===== src/rtl/instr_decode_queue.sv =====
// Buffered instruction field decoder: a DEPTH-entry show-ahead FIFO of packed instruction
// words whose head entry is sliced into decode fields for the TPU controller.
module instr_decode_queue #(
    parameter int unsigned  OP_W    = 10,
    parameter int unsigned  ADDR_W  = 13,
    parameter int unsigned  DEPTH   = 4,
    parameter int unsigned  CNT_W   = 16,
    localparam int unsigned INSTR_W = 2 + OP_W + 4 * ADDR_W,
    localparam int unsigned LEN_W   = OP_W + ADDR_W,
    localparam int unsigned PTR_W   = $clog2(DEPTH),
    localparam int unsigned CW      = $clog2(DEPTH) + 1
) (
    input  logic               clk,
    input  logic               rst_n,
    input  logic               flush,
    input  logic               in_valid,
    output logic               in_ready,
    input  logic [INSTR_W-1:0] in_instr,
    output logic               out_valid,
    input  logic               out_ready,
    output logic [LEN_W-1:0]   len_decode,
    output logic [OP_W-1:0]    opcode_decode,
    output logic [ADDR_W-1:0]  addr_const_decode,
    output logic [ADDR_W-1:0]  addr_out_decode,
    output logic [ADDR_W-1:0]  addr_b_decode,
    output logic [ADDR_W-1:0]  addr_a_decode,
    output logic [1:0]         mode_decode,
    output logic               illegal,
    output logic [CW-1:0]      count,
    output logic [CNT_W-1:0]   retired
);

    localparam logic [CW-1:0] FULL_CNT = CW'(DEPTH);

    logic [INSTR_W-1:0] mem_q [DEPTH];
    logic [PTR_W-1:0]   wr_ptr_q, wr_ptr_d;
    logic [PTR_W-1:0]   rd_ptr_q, rd_ptr_d;
    logic [CW-1:0]      count_q, count_d;
    logic [CNT_W-1:0]   retired_q, retired_d;
    logic               push, pop;
    logic [INSTR_W-1:0] head;

    // in_ready depends only on occupancy: no pass-through when full.
    assign in_ready  = (count_q < FULL_CNT);
    assign out_valid = (count_q != '0);
    assign push      = in_valid && in_ready && !flush;
    assign pop       = out_valid && out_ready && !flush;

    always_comb begin
        wr_ptr_d  = wr_ptr_q;
        rd_ptr_d  = rd_ptr_q;
        count_d   = count_q;
        retired_d = retired_q;
        if (flush) begin
            wr_ptr_d  = '0;
            rd_ptr_d  = '0;
            count_d   = '0;
            retired_d = '0;
        end else begin
            if (push) begin
                wr_ptr_d = wr_ptr_q + PTR_W'(1);
            end
            if (pop) begin
                rd_ptr_d  = rd_ptr_q + PTR_W'(1);
                retired_d = retired_q + CNT_W'(1);
            end
            unique case ({push, pop})
                2'b10:   count_d = count_q + CW'(1);
                2'b01:   count_d = count_q - CW'(1);
                default: count_d = count_q;
            endcase
        end
    end

    always_ff @(posedge clk or negedge rst_n) begin
        if (!rst_n) begin
            wr_ptr_q  <= '0;
            rd_ptr_q  <= '0;
            count_q   <= '0;
            retired_q <= '0;
        end else begin
            wr_ptr_q  <= wr_ptr_d;
            rd_ptr_q  <= rd_ptr_d;
            count_q   <= count_d;
            retired_q <= retired_d;
        end
    end

    // Storage needs no reset; reads are gated by out_valid.
    always_ff @(posedge clk) begin
        if (push) begin
            mem_q[wr_ptr_q] <= in_instr;
        end
    end

    always_comb begin
        head = out_valid ? mem_q[rd_ptr_q] : '0;
    end

    always_comb begin
        len_decode        = head[LEN_W-1:0];
        opcode_decode     = head[OP_W-1:0];
        addr_const_decode = head[OP_W +: ADDR_W];
        addr_out_decode   = head[OP_W + ADDR_W +: ADDR_W];
        addr_b_decode     = head[OP_W + 2 * ADDR_W +: ADDR_W];
        addr_a_decode     = head[OP_W + 3 * ADDR_W +: ADDR_W];
        mode_decode       = head[INSTR_W-1 -: 2];
        illegal           = (head[INSTR_W-1 -: 2] == 2'b11);
        count             = count_q;
        retired           = retired_q;
    end

endmodule


===== config.mk =====
export PLATFORM = sky130hd
export DESIGN_NAME = instr_decode_queue
export DESIGN_NICKNAME = d
export VERILOG_FILES = /design/src/rtl/instr_decode_queue.sv
export SDC_FILE = /design/constraint.sdc
export NUM_CORES = 1
export LEC_CHECK = 0
export CORE_AREA = 2 2 148 150
export DETAILED_ROUTE_END_ITERATION = 10
export DIE_AREA = 0 0 150 152
export GPL_ROUTABILITY_DRIVEN = 0
export PLACE_DENSITY = 0.87
export SYNTH_ARGS = -nofsm -noshare
export SYNTH_HDL_FRONTEND = slang
export SYNTH_SLANG_ARGS = --single-unit

===== constraint.sdc =====
create_clock -name clk -period 3.29 [get_ports clk]
set_input_delay 0.329 -clock clk [delete_from_list [all_inputs] [get_ports clk]]
set_output_delay 0.329 -clock clk [all_outputs]
set_load 0.1 [all_outputs]

==> metrics.csv, run 1 <==
stage;metric;value;unit
cts;cts_root_buf;clkbuf_16;
timing;setup_viol;0;
critical_path;critPathMostFrequentCell;buf_4;
layout;fillerInstances;1461;
routing;drt-total-wl;21800;um
global_routing;antenna_found_initial;2;
critical_path;rr_endpoint;count[2];
min_path;hold_path_class;in2async;
critical_path;critical_path_class;reg2out;
cts;cts_buffer_depth;3;
layout;syn_to_final_growth;25.6;%
critical_path;critPathArrivalTime;2610;ps
layout;final_common_cell;edfxtp_1;
layout;drive_gt1_frac;0.307;
timing;setup_tns;0;ps
global_routing;grt_use_total;0.194;
global_routing;grt_overflow;0;
logic_synthesis;syn_inst;555;
die;chipWidth;150;um
logic_synthesis;synth_nets;630;
routing;via_per_inst;5.50;
die;start_util;0.518;
logic_synthesis;ys_types;38;
global_routing;grt_pass1_wl;33900;um
routing;post_drt_wl_per_cell;21.1;um
timing;finalCritPeriodShare;0.893;
timing;hold_viol;0;
timing;maxSlewViolCount;0;
cts;h-tree-depth;1;
timing;rsz0062_at_grt;false;
critical_path;crit_slowest_cell;dfrtp_4;
timing;min_period;2940;ps
logic_synthesis;avgSynthCellArea;19.9;sq um
cts;post_cts_buffers;0;
routing;ant_nets;0;
logic_synthesis;yosysWarnings;0;
critical_path;r2r_slack;1040;ps
die;rows;54;
timing;fmax;0.340;GHz
timing;fin_ws;352;ps
logic_synthesis;synth_enable_flop_cells;256;
critical_path;crit_chain;buf_4, mux4_2, and2_1, buf_4;
logic_synthesis;ys_seq_elements;279;
logic_synthesis;synth_seq_area_share;0.748;
place;dp_hpwl;14000;um
routing;drc;0;
place;numPortBuffers;177;
layout;nets;807;
layout;layout_common_cells;edfxtp_1 (256), buf_4 (104), clkdlybuf4s50_1 (86), mux4_2 (64), and2_1 (64);
routing;first_pass_iters;4;
die;dieArea;22800;sq um
cts;clock_latency;530;ps
timing;fin_worst_skew;14.8;ps
critical_path;worstSetupStartpointType;flip-flop;
cts;clkTransAtPathRegs;70;ps
job;drv_cap;0;
cts;cts_resized;0;
timing;max-slew-margin-rel;0.291;
status;outcome;finished, final reports clean;
cts;clock_sinks;279;
timing;worstMarginPinSlew;1060;ps
die;die_y;152;um
critical_path;worstPathRequired;2960;ps
global_routing;grt_pass1_vias;6002;
die;io_pins;178;
die;core_area;21400;sq um
critical_path;rr_startpoint;count[0];
cts;cts_hold_buf;0;
logic_synthesis;ys.flop_type;edfxtp_1;
place;placed_cells;982;
logic_synthesis;syn_area;11100;sq um
logic_synthesis;async_reset_ff_frac;0.0824;
cts;cts_inserted_buffers;28;
critical_path;r2r_cells;7;
routing;num_vias;5683;
global_routing;grt_max_degree;68;
layout;layout.cells.non_filler;1034;
critical_path;critPathMaxStageDelay;790;ps
place;post-place-ws;829;ps
routing;drtIter0Drc;324;
cts;cts_tree;built;
critical_path;critPathCaptureType;output port;
critical_path;cp_max_fo;28;
[stage by stage]
stage	hold slack [ps]	instance area (sq um)	util
2_1_floorplan	33.4	11100	-
3_3_place_gp	542	12900	0.604
3_5_place_dp	554	12900	0.604
4_1_cts	404	13900	0.650
5_1_grt	430	13900	0.650
6_report	383	13900	0.650
[sequential cells by signal, indices dropped and copies added, names as in the netlist]
signal	flops
mem_q	256
retired	16
rd_ptr_q	2
wr_ptr_q	2
count	3
[logic make-up after synthesis]
family | share of synthesized area
flip-flops | 0.748
AND/OR/NAND/NOR | 0.0650
multiplexers | 0.131
buffers and inverters | 0.0274
AO/OA/AOI/OAI | 0.0108
XOR/XNOR | 0.0103
adder cells (fa/ha/maj) | 0.00747
[cells in the mapped netlist, types with 2 or more instances]
master / instances / share of area
edfxtp_1: 256 / 0.70
and2_1: 68 / 0.038
mux4_2: 64 / 0.13
buf_4: 23 / 0.016
dfrtp_1: 23 / 0.052
nor2_1: 16 / 0.0054
clkbuf_1: 13 / 0.0044
a21oi_1: 10 / 0.0045
buf_2: 8 / 0.0036
xor2_1: 8 / 0.0063
nand2_1: 7 / 0.0024
ha_1: 5 / 0.0057
nand4_1: 5 / 0.0028
o31ai_1: 5 / 0.0034
xnor2_1: 5 / 0.0040
buf_1: 4 / 0.0014
inv_1: 4 / 0.0014
or4_1: 4 / 0.0027
and3_1: 3 / 0.0017
nand3_1: 3 / 0.0014
nor3_1: 2 / 0.00091
o21ai_0: 2 / 0.00091
or3_1: 2 / 0.0011
[how the worst max path moves through the flow]
stage                      startpoint                 to  slack, ps  cells past startpoint
after global placement    rd_ptr_q[0]  addr_b_decode[11]        880                      4
after CTS                 rd_ptr_q[0]   addr_a_decode[4]        280                      4
after detailed placement     in_valid       mem_q[3][13]        830                      5
after floorplan              count[0]     len_decode[15]         20                      5
final                     rd_ptr_q[0]   addr_a_decode[4]        350                      4
after global routing      rd_ptr_q[0]   addr_a_decode[5]        180                      4
[layer usage]
metal  global-route usage  vias up  routed length (um)
met1                0.277     2912                9040
met4               0.0512        2                 412
met3               0.0441       35                1660
met5                    0        -                  13
met2                0.307      204               10700
li1                     -     2530                   -
[area by class of cell]
cell class                      instances  area (sq um)  share of cell area
Sequential cell                       279          8270               0.596
Multi-Input combinational cell        223          2490               0.180
Timing Repair Buffer                  196          1760               0.127
Clock buffer                           31           733              0.0528
Tap cell                              280           350              0.0252
Clock inverter                         20           253              0.0182
Inverter                                4          15.0             0.00108
Antenna cell                            1          2.50            0.000180
[critical path: cells and delay by family (launching register included)]
family	cells	cell delay [ps]
and+or+nand+nor	1	190
DFF	1	790
buffers and inverters	2	570
muxes	1	530
Power of run 1 is left out: the tool's default activity adds up to more than one toggle a clock period on the data nets, which glitch-free logic cannot reach.
==> run 2, diff against run 1 <==
--- a/config.mk
+++ b/config.mk
@@ -5,9 +5,9 @@
 export SDC_FILE = /design/constraint.sdc
 export NUM_CORES = 1
 export LEC_CHECK = 0
-export CORE_AREA = 2 2 148 150
+export CORE_AREA = 2 2 165 135
 export DETAILED_ROUTE_END_ITERATION = 10
-export DIE_AREA = 0 0 150 152
+export DIE_AREA = 0 0 167 137
 export GPL_ROUTABILITY_DRIVEN = 0
 export PLACE_DENSITY = 0.87
 export SYNTH_ARGS = -nofsm -noshare
==> run 2 against run 1 <==
Effect of this change:
- via count increased by 0.28%
- die area rose by 0.35%
- routed wire length rose by 0.15%
- clock skew is 6.2 ps lower
- setup slack better by 10 ps
- fmax up 0.36%
- global-route usage is 0.37 points lower
- worst hold slack better by 18 ps
- critical endpoint is now addr_const_decode[0]
- sequential cell count did not move
- largest cell class unchanged
- sequential share of layout area up 0.75 points
==> metrics.csv, run 2 (synthesis gave the netlist of run 1 again) <==
stage;metric;value;unit
status;outcome;finished, final reports clean;
routing;ant_nets;0;
critical_path;cp-startpoint;count[2];
critical_path;path_buf_inv;1;
place;numPortBuffers;177;
place;dp_hpwl;13600;um
layout;nets;799;
cts;post_cts_buffers;0;
critical_path;crit_chain;or3_2, and2_1, buf_4;
timing;max-slew-margin-rel;0.266;
critical_path;rr_startpoint;count[0];
routing;num_vias;5699;
global_routing;antenna_found_initial;0;
timing;min_period;2930;ps
cts;clkTransAtPathRegs;60;ps
timing;finalCritPeriodShare;0.890;
cts;cts_resized;0;
critical_path;critPathTopFamily;simple AND/OR/NAND/NOR gates;
critical_path;crit_slowest_cell;or3_2;
layout;largest_reg_flops;256;
job;drv_cap;0;
critical_path;critPathArrivalTime;2600;ps
timing;worstMarginPinSlew;1100;ps
cts;cts_hold_buf;0;
routing;drc;0;
global_routing;grt_pass1_vias;5977;
cts;cts_root_buf;clkbuf_16;
timing;rsz0062_at_grt;false;
critical_path;critPathMaxStageDelay;980;ps
layout;regMostFlops;mem_q;
layout;syn_to_final_growth;24.1;%
cts;clock_sinks;279;
layout;drive_gt1_frac;0.292;
min_path;hold_path_class;in2async;
timing;hold_viol;0;
timing;maxSlewViolCount;0;
die;rows;48;
cts;h-tree-depth;1;
routing;drt-total-wl;21800;um
cts;cts_tree;built;
timing;fin_worst_skew;8.59;ps
cts;cts_buffer_depth;3;
global_routing;grt_overflow;0;
layout;n_antenna_cell;0;
timing;setup_viol;0;
routing;via_per_inst;5.60;
timing;setup_tns;0;ps
die;dieArea;22900;sq um
critical_path;worstSetupStartpointType;flip-flop;
layout;fillerInstances;1383;
routing;post_drt_wl_per_cell;21.4;um
die;io_pins;178;
layout;final_common_cell;edfxtp_1;
die;start_util;0.521;
die;chipWidth;167;um
cts;cts_inserted_buffers;27;
critical_path;cp_max_fo;67;
timing;fmax;0.342;GHz
die;die_y;137;um
critical_path;critPathCaptureType;output port;
critical_path;worstPathRequired;2960;ps
global_routing;grt_pass1_wl;33500;um
routing;first_pass_iters;6;
layout;final_core_util;0.647;
critical_path;critical_path_class;reg2out;
cts;clock_latency;520;ps
routing;drtIter0Drc;455;
global_routing;grt_use_total;0.190;
global_routing;grt_max_degree;68;
layout;layout_common_cells;edfxtp_1 (256), buf_4 (95), clkdlybuf4s50_1 (88), mux4_2 (64), and2_1 (64);
die;core_area;21200;sq um
run 2: changes by cell type in the layout (fill, tap and decap cells not counted), moves of 2 or more:
cell / delta
buf_4: -9
bufinv_16: -2
clkbuf_1: +2
clkbuf_16: -2
clkdlybuf4s50_1: +2
clkinv_4: -2
clkinvlp_4: +2
run 2: routing by layer:
layer,GRT usage,part of all wire,up-vias,wire length [um]
met5,0,0,-,0
met4,0.0450,0.020,0,447
met2,0.333,0.52,217,11400
met1,0.250,0.40,2938,8620
li1,-,-,2500,-
met3,0.0379,0.064,44,1390
run 2: layout make-up:
type / count / area [sq um] / share of cell area
clock buffers: 31 / 691 / 0.0504
clock inverters: 16 / 181 / 0.0132
inverters: 4 / 15.0 / 0.00110
multi-input cells: 223 / 2490 / 0.182
flip-flops and latches: 279 / 8270 / 0.603
well taps: 275 / 344 / 0.0251
repair buffers: 189 / 1710 / 0.125
run 2: path summary, 6_finish.rpt:
kind / endpoint / slack, ps / cells past startpoint
worst max-delay path: addr_const_decode[0] / 360 / 3
worst min-delay path: retired[10] / 400 / 1
worst max register to register: count[2] / 1010 / 7
worst min register to register: retired[15] / 570 / 2
max in group asynchronous: rd_ptr_q[1] / 2100 / 1
min in group clk: mem_q[3][26] / 440 / 1
run 2: through the flow:
| stage | hold WS, ps | std cells | setup slack (ps) | area, sq um |
|---|---|---|---|---|
| 4_1_cts | 419 | 1017 | 302 | 13700 |
| 6_report | 401 | 1017 | 363 | 13700 |
| 3_3_place_gp | 535 | 970 | 911 | 12800 |
| 3_5_place_dp | 565 | 970 | 845 | 12800 |
| 2_1_floorplan | 33.4 | 555 | 18.9 | 11100 |
| 5_1_grt | 435 | 1017 | 176 | 13700 |
Power of run 2 is left out for the same reason.
